File: src/rtl/mac_sequencer.sv
// mac_sequencer
//
// Sequences one multiply-accumulate job over an external operand buffer and
// an external MAC unit. A job clears the MAC, streams vec_len operand pairs
// from base_addr upward (wrapping modulo 2^ADDR_W), lets the MAC fold its
// last registered product into the accumulator, then captures the result.
//
// Ports
//   clk         rising-edge clock
//   rstn        asynchronous active-low reset
//   start       job request, sampled only in IDLE
//   abort       terminate the current job (suppresses a start in IDLE)
//   prec_level  00 full, 01 4-bit weight, 10 2-bit weight, 11 illegal
//   vec_len     number of operand pairs, 0 allowed
//   base_addr   first operand-buffer address
//   rd_en       operand-buffer read strobe
//   rd_addr     operand-buffer read address
//   rd_act      activation, valid the cycle after rd_en
//   rd_wgt      weight, valid the cycle after rd_en
//   mac_en      MAC enable
//   mac_prec    MAC precision select, latched for the job
//   mac_clr_n   active-low MAC clear, driven straight from a flop
//   mac_act     MAC activation
//   mac_wgt     MAC weight
//   mac_result  MAC accumulator output
//   result_out  result captured at the end of a job
//   busy        high in any state other than IDLE
//   done        one-cycle completion pulse
//   err         one-cycle illegal-precision pulse
module mac_sequencer #(
    parameter int ADDR_W = 8
) (
    input  logic              clk,
    input  logic              rstn,
    input  logic              start,
    input  logic              abort,
    input  logic [1:0]        prec_level,
    input  logic [ADDR_W-1:0] vec_len,
    input  logic [ADDR_W-1:0] base_addr,
    output logic              rd_en,
    output logic [ADDR_W-1:0] rd_addr,
    input  logic [7:0]        rd_act,
    input  logic [7:0]        rd_wgt,
    output logic              mac_en,
    output logic [1:0]        mac_prec,
    output logic              mac_clr_n,
    output logic [7:0]        mac_act,
    output logic [7:0]        mac_wgt,
    input  logic [55:0]       mac_result,
    output logic [55:0]       result_out,
    output logic              busy,
    output logic              done,
    output logic              err
);

    localparam logic [2:0] S_IDLE    = 3'd0;
    localparam logic [2:0] S_CLEAR   = 3'd1;
    localparam logic [2:0] S_FEED    = 3'd2;
    localparam logic [2:0] S_DRAIN   = 3'd3;
    localparam logic [2:0] S_CAPTURE = 3'd4;

    localparam logic [1:0] PREC_ILLEGAL = 2'b11;

    logic [2:0]        state;
    logic [2:0]        state_nxt;
    // addr_q is the next address to read; rem_q counts operand pairs still
    // to be fed, so in FEED(k) it holds N-k+1 and reaches 1 on the last pair.
    logic [ADDR_W-1:0] addr_q;
    logic [ADDR_W-1:0] rem_q;
    logic [1:0]        prec_q;
    logic              clr_n_q;
    logic [55:0]       result_q;
    logic              done_q;
    logic              err_q;

    logic              accept;
    logic              last_feed;
    logic              have_data;

    assign accept    = (state == S_IDLE) && start && !abort;
    assign have_data = (rem_q != '0);
    assign last_feed = (rem_q == ADDR_W'(1));

    always_comb begin
        state_nxt = state;
        case (state)
            S_IDLE: begin
                if (accept && (prec_level != PREC_ILLEGAL)) begin
                    state_nxt = S_CLEAR;
                end
            end
            S_CLEAR: begin
                state_nxt = have_data ? S_FEED : S_CAPTURE;
            end
            S_FEED: begin
                if (last_feed) begin
                    state_nxt = S_DRAIN;
                end
            end
            S_DRAIN: begin
                state_nxt = S_CAPTURE;
            end
            S_CAPTURE: begin
                state_nxt = S_IDLE;
            end
            default: begin
                state_nxt = S_IDLE;
            end
        endcase
        if (abort && (state != S_IDLE)) begin
            state_nxt = S_IDLE;
        end
    end

    always_ff @(posedge clk or negedge rstn) begin
        if (!rstn) begin
            state    <= S_IDLE;
            addr_q   <= '0;
            rem_q    <= '0;
            prec_q   <= '0;
            clr_n_q  <= 1'b0;
            result_q <= '0;
            done_q   <= 1'b0;
            err_q    <= 1'b0;
        end else begin
            state   <= state_nxt;
            done_q  <= 1'b0;
            err_q   <= 1'b0;
            // Clear is asserted for exactly the cycle spent in CLEAR and comes
            // from a flop so the MAC never sees a decode glitch.
            clr_n_q <= (state_nxt != S_CLEAR);

            if (accept) begin
                if (prec_level == PREC_ILLEGAL) begin
                    err_q  <= 1'b1;
                    done_q <= 1'b1;
                end else begin
                    prec_q <= prec_level;
                    rem_q  <= vec_len;
                    addr_q <= base_addr;
                end
            end

            if (!abort) begin
                case (state)
                    S_CLEAR: begin
                        addr_q <= addr_q + ADDR_W'(1);
                    end
                    S_FEED: begin
                        addr_q <= addr_q + ADDR_W'(1);
                        rem_q  <= rem_q - ADDR_W'(1);
                    end
                    S_CAPTURE: begin
                        result_q <= mac_result;
                        done_q   <= 1'b1;
                    end
                    default: begin
                    end
                endcase
            end
        end
    end

    always_comb begin
        rd_en   = 1'b0;
        mac_en  = 1'b0;
        mac_act = '0;
        mac_wgt = '0;
        case (state)
            S_CLEAR: begin
                rd_en = have_data;
            end
            S_FEED: begin
                rd_en   = !last_feed;
                mac_en  = 1'b1;
                mac_act = rd_act;
                mac_wgt = rd_wgt;
            end
            S_DRAIN: begin
                mac_en = 1'b1;
            end
            default: begin
            end
        endcase
    end

    assign rd_addr    = rd_en ? addr_q : '0;
    assign mac_prec   = prec_q;
    assign mac_clr_n  = clr_n_q;
    assign result_out = result_q;
    assign busy       = (state != S_IDLE);
    assign done       = done_q;
    assign err        = err_q;

endmodule

File: config.mk
export PLATFORM = sky130hd
export DESIGN_NAME = mac_sequencer
export DESIGN_NICKNAME = d
export VERILOG_FILES = /design/src/rtl/mac_sequencer.sv
export SDC_FILE = /design/constraint.sdc
export NUM_CORES = 1
export LEC_CHECK = 0
export ABC_CLOCK_PERIOD_IN_PS = 2400
export CORE_MARGIN = 2
export CORE_UTILIZATION = 40
export DETAILED_ROUTE_END_ITERATION = 8
export GPL_ROUTABILITY_DRIVEN = 0
export PLACE_DENSITY = 0.88
export SLEW_MARGIN = 25
export SYNTH_ARGS = -nofsm -noshare
export SYNTH_HDL_FRONTEND = slang
export SYNTH_SLANG_ARGS = --single-unit
export TNS_END_PERCENT = 5
File: constraint.sdc
create_clock -name clk -period 2.4 [get_ports clk]
set_input_delay 0.48 -clock clk [delete_from_list [all_inputs] [get_ports clk]]
set_output_delay 0.48 -clock clk [all_outputs]
set_load 0.01 [all_outputs]
# [Word-level counts from Yosys, hierarchy flattened]
# Index checks and enable logic that the tools add are counted.
[word_totals] wordCells=55 in_bits=94 output_inout_bits=88 ff_bits=80
[op_classes] n_mux=22 eq_ne=8 addsub=2 n_bitwise=2 reduce_logical=13
[op_table] cell="2-to-1 mux 8 bit" n=11
[op_table] cell="2-to-1 mux 3 bit" n=4
[op_table] cell="one-hot mux 3 bit (4 select lines)" n=1
[op_table] cell="adder 8 x 1 -> 8 bit, second input constant" n=1
[op_table] cell="equality test 8 x 1 -> 1 bit, second input constant" n=1
[op_table] cell="nonzero test 8 bit" n=1
[op_table] cell="subtractor 8 x 1 -> 8 bit, second input constant" n=1
[op_table] cell="equality test 3 x 2 -> 1 bit, second input constant" n=2
[op_table] cell="2-to-1 mux 1 bit" n=5
[op_table] cell="logical AND 1 bit" n=4
[op_table] cell="AND reduction 2 bit" n=2
[op_table] cell="OR reduction 2 bit" n=2
[op_table] cell="equality test 3 x 1 -> 1 bit, second input constant" n=1
[op_table] cell="equality test 3 bit, second input constant" n=1
[op_table] cell="zero test 3 bit" n=1
[op_table] cell="inequality test 3 x 1 -> 1 bit, second input constant" n=1
[op_table] cell="nonzero test 3 bit" n=1
[op_table] cell="equality test 2 bit, second input constant" n=1
[op_table] cell="zero test 1 bit" n=2
[op_table] cell="inequality test 2 bit, second input constant" n=1
[op_table] cell="inverter 1 bit" n=2
[op_table] cell="one-hot mux 1 bit (2 select lines)" n=1

# [Logic depth before layout (Yosys ltp)]
# Gate-level depths: netlist of run 1.
[logic_depth] word_depth=8 depth_mapped=8 depth_no_buf=6

# [Worst setup path before layout of run 1]
# No wires, ideal clock.
[synth_path] kind="reg-to-output" start="register state[0]" end="output port mac_act[0]" arrival_ps=1435 required_time_ps=1920 path_stages_with_launch=6 n_path_buf=2 path_slack_ps=485 cell_sequence="dfrtp_1 -> buf_4 -> and2b_1 -> nor2b_1 -> clkbuf_1 -> and2_1"
[synth_between] elab_chain_cells=2
[synth_lines] item="start, declared" line="64" text="logic [2:0] state;"
[synth_lines] item="start signal, assigned" line="126" text="state <= state_nxt;"
[synth_lines] item="equality test 3 x 2 -> 1 bit" line="169" text="case (state)"
[synth_lines] item="2-to-1 mux 8 bit" line="169"
[synth_lines] item="end, declared" line="47" text="output logic [7:0] mac_act,"
# No other way between the ends.

# [Final worst setup path of run 1]
[layout_path] start="register rem_q[6]" end="output port rd_addr[2]"
[layout_between] elab_chain_cells=4 elab_cells_between_ends=5 classes_between="eq/ne: 1; mux: 2; reduce/logical: 2"
[layout_lines] item="start, declared" line="69" text="logic [ADDR_W-1:0] rem_q;"
[layout_lines] item="start signal, assigned" line="139" text="rem_q <= vec_len;"
[layout_lines] item="start signal, assigned" line="151" text="rem_q <= rem_q - ADDR_W'(1);"
[layout_lines] item="equality test 8 x 1 -> 1 bit" line="82" text="assign last_feed = (rem_q == ADDR_W'(1));"
[layout_lines] item="zero test 1 bit" line="174" text="rd_en = !last_feed;"
[layout_lines] item="one-hot mux 1 bit (2 select lines) (*)" line="169"
[layout_lines] item="2-to-1 mux 8 bit (*)" line="187" text="assign rd_addr = rd_en ? addr_q : '0;"
[layout_lines] item="end, declared" line="41" text="output logic [ADDR_W-1:0] rd_addr,"
# Every way passes the cells marked *; elsewhere a longest branch is shown, timed or not.

==> reports/metrics.cfg, run 1 <==
[sta]
period_share_pct = 97.3
slew_violations = 0
hold_viol = 0
tightest_slew_ps = 779
clock_skew_ps = 10.9
setup_violations = 0
fin_crit_ps = 2340
rsz0062_at_grt = yes
fmax_mhz = 428
slew_headroom_pct = 48.0
final.setup.tns_ps = 0

[placement]
port_buffers = 181
dpl.hpwl_mm = 7.76
dpl_cell_area_mm2 = 0.00568

[floorplanning]
die-area_mm2 = 0.00987
initial_core_util_pct = 41.5
die_y_um = 99.3
boundaryPins = 182
num_rows = 34
coreArea_mm2 = 0.00876
die_x_um = 99.3

[logic_synthesis]
syn_nets = 386
synth_top_area_cell = dfrtp_1
synth_edf_count = 0
synth.avg_cell_area_um2 = 12.6
synth_area_mm2 = 0.00364
synth_seq_cells = 80
synth_warnings = 0
async_flop_share_pct = 100
syn-instance-count = 288
synth.distinct_cells = 46
yosys_most_used_dff = dfrtp_1
yosysSeqAreaShare_pct = 55.1
synthTopCellsByArea = dfrtp_1 55%, mux2_2 18%, and2_1 2.9%
synth_top_area_share_pct = 55.1

[detailed_routing]
wl_per_cell_um = 16.7
drc = 0
firstDrtPassIters = 4
drtIter0Drc = 132
final_antenna_net_count = 0
vias_per_cell = 5.09
vias = 3056
finalWirelength_mm = 10.0

[worst_setup_path]
cp_max_fo = 9
crit_arrival_ps = 1860
cpMaxStageDelayCell = dfrtp_1
worst_setup_path_end_kind = output port
critPathKind = reg -> out
crit_buf_inv = 2
required_ps = 1920
path_cells = nor3_2 -> a31oi_2 -> a22oi_2 -> buf_6 -> nor3_1 -> dlygate4sd2_1
cp-start-kind = register
cpPeakStageDelay_ps = 400
critPathTopFamily = buffers and inverters

[hold_path]
hold_path_class = in -> async

[cells_and_area]
area_delta_synth_final_pct = 62.1
fin_nets = 585
insertedDiodeCount = 0
final_area_mm2 = 0.00590
final_common_cell = clkdlybuf4s50_1
layout_common_cells = 155 x clkdlybuf4s50_1, 78 x dfrtp_1, 59 x mux2_2
drive_gt1_share_pct = 25.0

[cts]
cts_buffer_depth = 2
cts_root_buf = clkbuf_8
cts_tree = yes
clk-insertion-delay-late_ps = 350
cts_sinks = 80
clkTransAtPathRegs_ps = 90
htree_levels = 3
cts_buffers = 9

[global_route]
grt_max_degree = 54
first_global_vias = 3350
grt_usage_pct = 20.6
overflow = 0
grt_pass1_wl_mm = 16.2
antenna_found_initial = 0

[pwr]
static-leakage-power_nw = 2.73
total_power_w = 0.00376
p_per_area_mw_per_mm2 = 637
vdd_drop_max_v = 0.000420

[run_status]
status = completed

[job]
maxCapViolCount = 0

per-layer routing:
layer	share of wire, %	up-vias	global-route usage (%)
li1	-	1425	-
met1	36	1470	21.5
met2	54	144	38.9
met3	8.6	17	6.18
met4	1.8	0	7.38
met5	0	-	0
area by class of cell:
type	count	area, µm²
clock buffer	10	138
multi-input combinational	184	1550
fill	692	2870
tap	108	135
clock inverter	6	66.3
sequential	80	2000
timing repair buffer	201	1960
inverter	11	43.8
what timing repair did:
action                                  CTS  global route
buffers inserted                          0             0
hold buffers                              0             0
endpoints found under the setup margin   25             9
pin swaps                                 0             1
gates cloned                              0             0
gates resized for setup                  29            17
synthesized netlist by cell type, drive strengths merged, types with 2 or more instances:
| cell | count |
|---|---|
| buf | 10 |
| and3 | 2 |
| nor3b | 2 |
| and2 | 17 |
| dfrtp | 80 |
| o211ai | 2 |
| a31oi | 2 |
| o21ai | 8 |
| clkbuf | 3 |
| nor4 | 2 |
| nand3 | 6 |
| inv | 11 |
| mux2i | 4 |
| nor4b | 2 |
| o22ai | 2 |
| nor2b | 3 |
| o22a | 2 |
| ha | 4 |
| nand2 | 14 |
| nor3 | 9 |
| o32ai | 5 |
| a21oi | 11 |
| a31o | 2 |
| nor2 | 13 |
| mux2 | 60 |
logic make-up (layout without fill, tap and decap cells):
kind of cell / Yosys count / count (layout) / synth area share [%]
buf+inv: 24 / 228 / 3.41
flops: 80 / 80 / 55.1
fa+ha+maj: 4 / 4 / 1.38
mux: 64 / 64 / 19.8
compound gates: 39 / 39 / 7.91
simple gates: 77 / 77 / 12.5
power by group:
part           total, W  internal (W)  switching (W)
registers       0.00169       0.00154       0.000145
logic           0.00106      0.000625       0.000436
clock network   0.00101      0.000513       0.000494
worst paths after layout:
path / end / start / depth (start not counted) / slack (ps)
min in group clk: mac_prec[1]$_DFFE_PN0P_ / mac_prec[1]$_DFFE_PN0P_ / 1 / 500
max in group asynchronous: rem_q[2]$_DFF_PN0_ / rstn / 2 / 1760
hold reg to reg: mac_prec[1]$_DFFE_PN0P_ / mac_prec[1]$_DFFE_PN0P_ / 1 / 500
setup reg to reg: addr_q[6]$_DFF_PN0_ / state[0]$_DFF_PN0_ / 5 / 450
hold / removal: addr_q[6]$_DFF_PN0_ / rstn / 1 / 60
setup / recovery: rd_addr[2] / rem_q[6]$_DFF_PN0_ / 6 / 60
through the flow:
stage / hold slack, ps / worst slack (ps) / utilization, % / instances
global route: 98.2 / -43.8 / 67.3 / 600
finish: 64.3 / 64.5 / 67.3 / 600
CTS: 81.1 / -239 / 67.1 / 600
detailed placement: 461 / 63.6 / 64.9 / 584
global placement: 458 / 144 / 64.9 / 584
floorplan: 184 / 485 / - / 288
flip-flops by register name (all words and copies together), names as in the netlist:
register,count
mac_clr_n,1
err,1
done,1
addr_q,8
rem_q,8
state,3
result_out,56
mac_prec,2
No activity file was read; power rests on OpenSTA's default activity.
==> inputs of run 2 (changes only) <==
- CORE_MARGIN: 2 -> unset
- PLACE_DENSITY: 0.88 -> 0.8
==> reports/metrics.cfg, run 2 (synthesized netlist as in run 1, its figures left out) <==
[run_status]
status = completed

[sta]
tightest_slew_ps = 766  ; -13.8 ps
slew_headroom_pct = 48.9  ; +0.92 points
period_share_pct = 96.1  ; -1.2 points
rsz0062_at_grt = yes
setup_violations = 0  ; unchanged
slew_violations = 0  ; unchanged
clock_skew_ps = 11.3  ; +0.433 ps
hold_viol = 0  ; unchanged
fmax_mhz = 433  ; +1.2%
fin_crit_ps = 2310  ; -28.3 ps

[floorplanning]
boundaryPins = 182  ; unchanged
initial_core_util_pct = 41.5  ; unchanged
coreArea_mm2 = 0.00876  ; unchanged
die_x_um = 97.3  ; -2.0%
die-area_mm2 = 0.00948  ; -4.0%
num_rows = 34  ; unchanged
die_y_um = 97.3  ; -2.0%

[cts]
clkTransAtPathRegs_ps = 80  ; about the same
cts_root_buf = clkbuf_8
htree_levels = 3  ; unchanged
cts_hold_buf = 0  ; unchanged
clk-insertion-delay-late_ps = 350  ; about the same
cts_sinks = 80  ; unchanged
cts_buffer_depth = 2  ; unchanged
cts_buffers = 9  ; unchanged
cts_tree = yes

[detailed_routing]
wl_per_cell_um = 15.9  ; -4.7%
firstDrtPassIters = 4  ; unchanged
vias = 3003  ; -1.7%
finalWirelength_mm = 9.53  ; -4.9%
drtIter0Drc = 74  ; -44%
final_antenna_net_count = 0  ; unchanged
vias_per_cell = 5.01  ; -1.6%
drc = 0  ; unchanged

[pwr]
p_per_area_mw_per_mm2 = 630  ; -1.2%
vdd_drop_max_v = 0.000352  ; -16%
total_power_w = 0.00370  ; -1.4%
switching_share_pct = 30.1  ; +1.5 points
p_switching_w = 0.00111  ; +3.6%
power_frac_clock_pct = 25.6  ; -1.2 points
static-leakage-power_nw = 2.70  ; -1.1%
p_int_w = 0.00259  ; -3.5%
comb_power_share_pct = 29.0  ; +0.7 points
pwr-share-seq_pct = 45.5  ; +0.6 points

[cells_and_area]
fin_nets = 584  ; -0.17%
instances_no_fill = 599  ; -0.17%
largest_register_ffs = 56  ; unchanged
layout_common_cells = 155 x clkdlybuf4s50_1, 79 x dfrtp_1, 59 x mux2_2
drive_gt1_share_pct = 24.8  ; -0.15 points
area_delta_synth_final_pct = 61.7
fillers = 694  ; +0.29%
insertedDiodeCount = 0  ; unchanged
final_common_cell = clkdlybuf4s50_1

[global_route]
overflow = 0  ; unchanged
grt_pass1_wl_mm = 15.6  ; -3.4%
grt_max_degree = 58  ; +7.4%
antenna_found_initial = 0  ; unchanged
first_global_vias = 3132  ; -6.5%
grt_usage_pct = 20.7  ; +0.074 points

[worst_setup_path]
cp_max_fo = 9  ; unchanged
worst_setup_path_end_kind = output port
cp-start-kind = register
crit_arrival_ps = 1830  ; -30 ps
reg2reg_from = state[1]$_DFF_PN0_
required_ps = 1920  ; about the same
critPathKind = reg -> out
crit_start = rem_q[6]$_DFF_PN0_

[placement]
place_inst = 583  ; -0.17%
dpl.hpwl_mm = 7.25  ; -6.5%
port_buffers = 181  ; unchanged

[job]
maxCapViolCount = 0  ; unchanged

[hold_path]
hold_path_class = in -> async

run 2: changes by cell type in the layout (fill, tap and decap cells not counted), sizes merged:
cell           before  now
clkbuf             14   15
dlygate4sd2        17   18
clkinvlp            0    3
clkinv              4    1
buf                21   20
dlymetal6s2s        3    2
clkdlybuf4s15       1    0
inv                12   13
bufinv              1    0
run 2: power by group through the flow:
stage	logic (W)	clock network, W	registers [W]
floorplan	0.000387	0	0.00174
global placement	0.00106	0	0.00168
detailed placement	0.00109	0	0.00169
CTS	0.00108	0.000981	0.00167
global route	0.00116	0.00103	0.00171
finish	0.00107	0.000946	0.00168
run 2: what timing repair did:
action	4_1_cts	5_1_grt
setup endpoints to repair	25	10
setup buffers	0	0
pin swaps	0	1
resized for setup	30	17
run 2: per-layer routing:
metal | up-vias | GRT usage (%) | part of all wire (%) | wire [µm]
met4 | 0 | 9.39 | 2.7 | 256
li1 | 1426 | - | - | -
met2 | 135 | 35.2 | 49 | 4630
met5 | - | 0 | 0 | 0
met1 | 1420 | 24.6 | 42 | 3970
met3 | 22 | 5.47 | 7.0 | 668
run 2: worst max-delay path, cell delays in order, from the launching register on:
cell	delay, ps
dfrtp_1	420
nor3_4	270
a31oi_4	130
a22oi_2	190
buf_6	160
nor3_1	40
dlygate4sd2_1	280
run 2: layout make-up:
type	count	area (µm²)	area share [%]
sequential	80	2000	34.1
inverter	11	43.8	0.745
multi-input combinational	184	1570	26.6
clock buffer	10	138	2.34
clock inverter	6	51.3	0.873
tap	108	135	2.30
timing repair buffer	200	1940	33.0
run 2: path summary, 6_finish.rpt:
check | to | slack (ps) | cells past startpoint
setup / recovery | rd_addr[5] | 90 | 6
hold / removal | addr_q[6]$_DFF_PN0_ | 80 | 1
setup reg to reg | addr_q[6]$_DFF_PN0_ | 450 | 4
hold reg to reg | mac_prec[1]$_DFFE_PN0P_ | 510 | 1
max in group asynchronous | state[1]$_DFF_PN0_ | 1740 | 2
min in group clk | mac_prec[1]$_DFFE_PN0P_ | 510 | 1
run 2: metrics by stage:
stage          worst slack, ps  instance area, µm²  hold WS [ps]  util [%]  setup TNS [ps]
2_1_floorplan              485                3640           184         -               0
3_3_place_gp              76.6                5680           471      64.8               0
3_5_place_dp              22.8                5680           472      64.8               0
4_1_cts                   -186                5860          85.9      66.9            -241
5_1_grt                  -26.5                5880           103      67.1           -65.4
6_report                  92.8                5880          83.1      67.1               0
==> inputs of run 3 (changes only) <==
- PLACE_DENSITY: 0.8 -> 0.9
==> reports/metrics.cfg, run 3 (synthesized netlist as in run 1, its figures left out) <==
[run_status]
status = completed

[cells_and_area]
drive_gt1_share_pct = 24.5  ; -0.36 points
instances_no_fill = 598  ; -0.17%
final_common_cell = clkdlybuf4s50_1
insertedDiodeCount = 0  ; unchanged
largest_register_ffs = 56  ; unchanged
layout_common_cells = 155 x clkdlybuf4s50_1, 79 x dfrtp_1, 59 x mux2_2
area_delta_synth_final_pct = 60.9
fin_nets = 583  ; -0.17%

[detailed_routing]
vias_per_cell = 5.10  ; +1.7%
drc = 0  ; unchanged
drtIter0Drc = 71  ; -4.1%
wl_per_cell_um = 16.1  ; +1.2%
final_antenna_net_count = 0  ; unchanged
firstDrtPassIters = 4  ; unchanged
finalWirelength_mm = 9.62  ; +1.0%
vias = 3048  ; +1.5%

[global_route]
grt_max_degree = 80  ; +38%
grt_usage_pct = 21.1  ; +0.41 points
overflow = 0  ; unchanged
first_global_vias = 3248  ; +3.7%
grt_pass1_wl_mm = 16.0  ; +2.3%
antenna_found_initial = 0  ; unchanged

[cts]
cts_sinks = 80  ; unchanged
clk-insertion-delay-late_ps = 350  ; about the same
cts_buffers = 9  ; unchanged
clkTransAtPathRegs_ps = 80  ; about the same
cts_buffer_depth = 2  ; unchanged
cts_tree = yes
post_cts_buffers = 0  ; unchanged
htree_levels = 3  ; unchanged
cts_root_buf = clkbuf_8

[floorplanning]
die_x_um = 97.3  ; unchanged
num_rows = 34  ; unchanged
coreArea_mm2 = 0.00876  ; unchanged
boundaryPins = 182  ; unchanged
die-area_mm2 = 0.00948  ; unchanged
initial_core_util_pct = 41.5  ; unchanged
die_y_um = 97.3  ; unchanged

[sta]
fmax_mhz = 434  ; +0.20%
final.setup.tns_ps = 0  ; unchanged
hold_viol = 0  ; unchanged
slew_headroom_pct = 51.6  ; +2.7 points
period_share_pct = 95.9  ; -0.19 points
fin_crit_ps = 2300  ; -4.61 ps
setup_violations = 0  ; unchanged
clock_skew_ps = 16.2  ; +4.87 ps
tightest_slew_ps = 726  ; -39.9 ps
rsz0062_at_grt = yes
slew_violations = 0  ; unchanged

[pwr]
p_per_area_mw_per_mm2 = 623  ; -1.0%
switching_share_pct = 30.1  ; +0.033 points
pwr-share-seq_pct = 46.3  ; +0.8 points
vdd_drop_max_v = 0.000391  ; +11%
comb_power_share_pct = 28.8  ; -0.2 points
p_int_w = 0.00255  ; -1.5%
power_frac_clock_pct = 24.9  ; -0.7 points
static-leakage-power_nw = 2.66  ; -1.5%
p_switching_w = 0.00110  ; -1.4%

[job]
maxCapViolCount = 0  ; unchanged

[worst_setup_path]
crit_arrival_ps = 1820  ; about the same
cp_max_fo = 9  ; unchanged
critPathKind = reg -> out
reg2reg_slack_ps = 450  ; about the same
cp-start-kind = register
worst_setup_path_end_kind = output port
required_ps = 1920  ; about the same

[hold_path]
hold_path_class = in -> async

[placement]
port_buffers = 181  ; unchanged
dpl.hpwl_mm = 7.24  ; -0.13%
place_inst = 581  ; -0.34%

[run 3: power groups by stage]
| stage | logic, W | clock network (W) | registers (W) |
|---|---|---|---|
| 4_1_cts | 0.00106 | 0.000945 | 0.00168 |
| 6_report | 0.00105 | 0.000909 | 0.00169 |
| 3_3_place_gp | 0.00103 | 0 | 0.00169 |
| 5_1_grt | 0.00113 | 0.000994 | 0.00172 |
| 3_5_place_dp | 0.00107 | 0 | 0.00170 |
| 2_1_floorplan | 0.000387 | 0 | 0.00174 |
[run 3: worst paths after layout]
kind,startpoint,to,cells past startpoint
hold reg to reg,result_out[54]$_DFFE_PN0P_,result_out[54]$_DFFE_PN0P_,1
max in group asynchronous,rstn,mac_clr_n$_DFF_PN0_,3
min in group clk,result_out[54]$_DFFE_PN0P_,result_out[54]$_DFFE_PN0P_,1
setup / recovery,state[2]$_DFF_PN0_,busy,3
hold / removal,rstn,result_out[27]$_DFFE_PN0P_,2
setup reg to reg,rem_q[0]$_DFF_PN0_,rem_q[6]$_DFF_PN0_,7
[run 3: repair_timing]
item	in CTS	in global routing
pin swaps	2	1
gates resized for setup	34	16
hold buffers	1	0
endpoints found under the setup margin	25	9
endpoints found under the hold margin	1	0
[run 3: routing by layer]
metal	share of wire, %	track usage [%]
met1	38	23.9
met2	53	38.2
met3	8.1	6.26
met4	1.4	6.56
met5	0	0
[run 3: worst max-delay path: stages (launching register included)]
cell	delay (ps)
dfrtp_1	430
buf_4	200
or3_1	320
clkdlybuf4s50_1	540
[run 3: through the flow]
stage / setup slack, ps / hold slack (ps) / util [%] / total power, W / instance area (µm²)
2_1_floorplan: 485 / 184 / - / 0.00212 / 3640
3_3_place_gp: 139 / 271 / 64.6 / 0.00272 / 5660
3_5_place_dp: 76.7 / 273 / 64.6 / 0.00277 / 5660
4_1_cts: 34.7 / 437 / 66.8 / 0.00369 / 5850
5_1_grt: -31.0 / 451 / 66.7 / 0.00384 / 5850
6_report: 97.5 / 469 / 66.7 / 0.00365 / 5850
[run 3: final cells by class]
class / instances / area, µm²
fill: 710 / 2910
sequential: 80 / 2000
timing repair buffer: 199 / 1930
multi-input combinational: 184 / 1560
tap: 108 / 135
clock buffer: 10 / 128
clock inverter: 6 / 52.6
inverter: 11 / 43.8
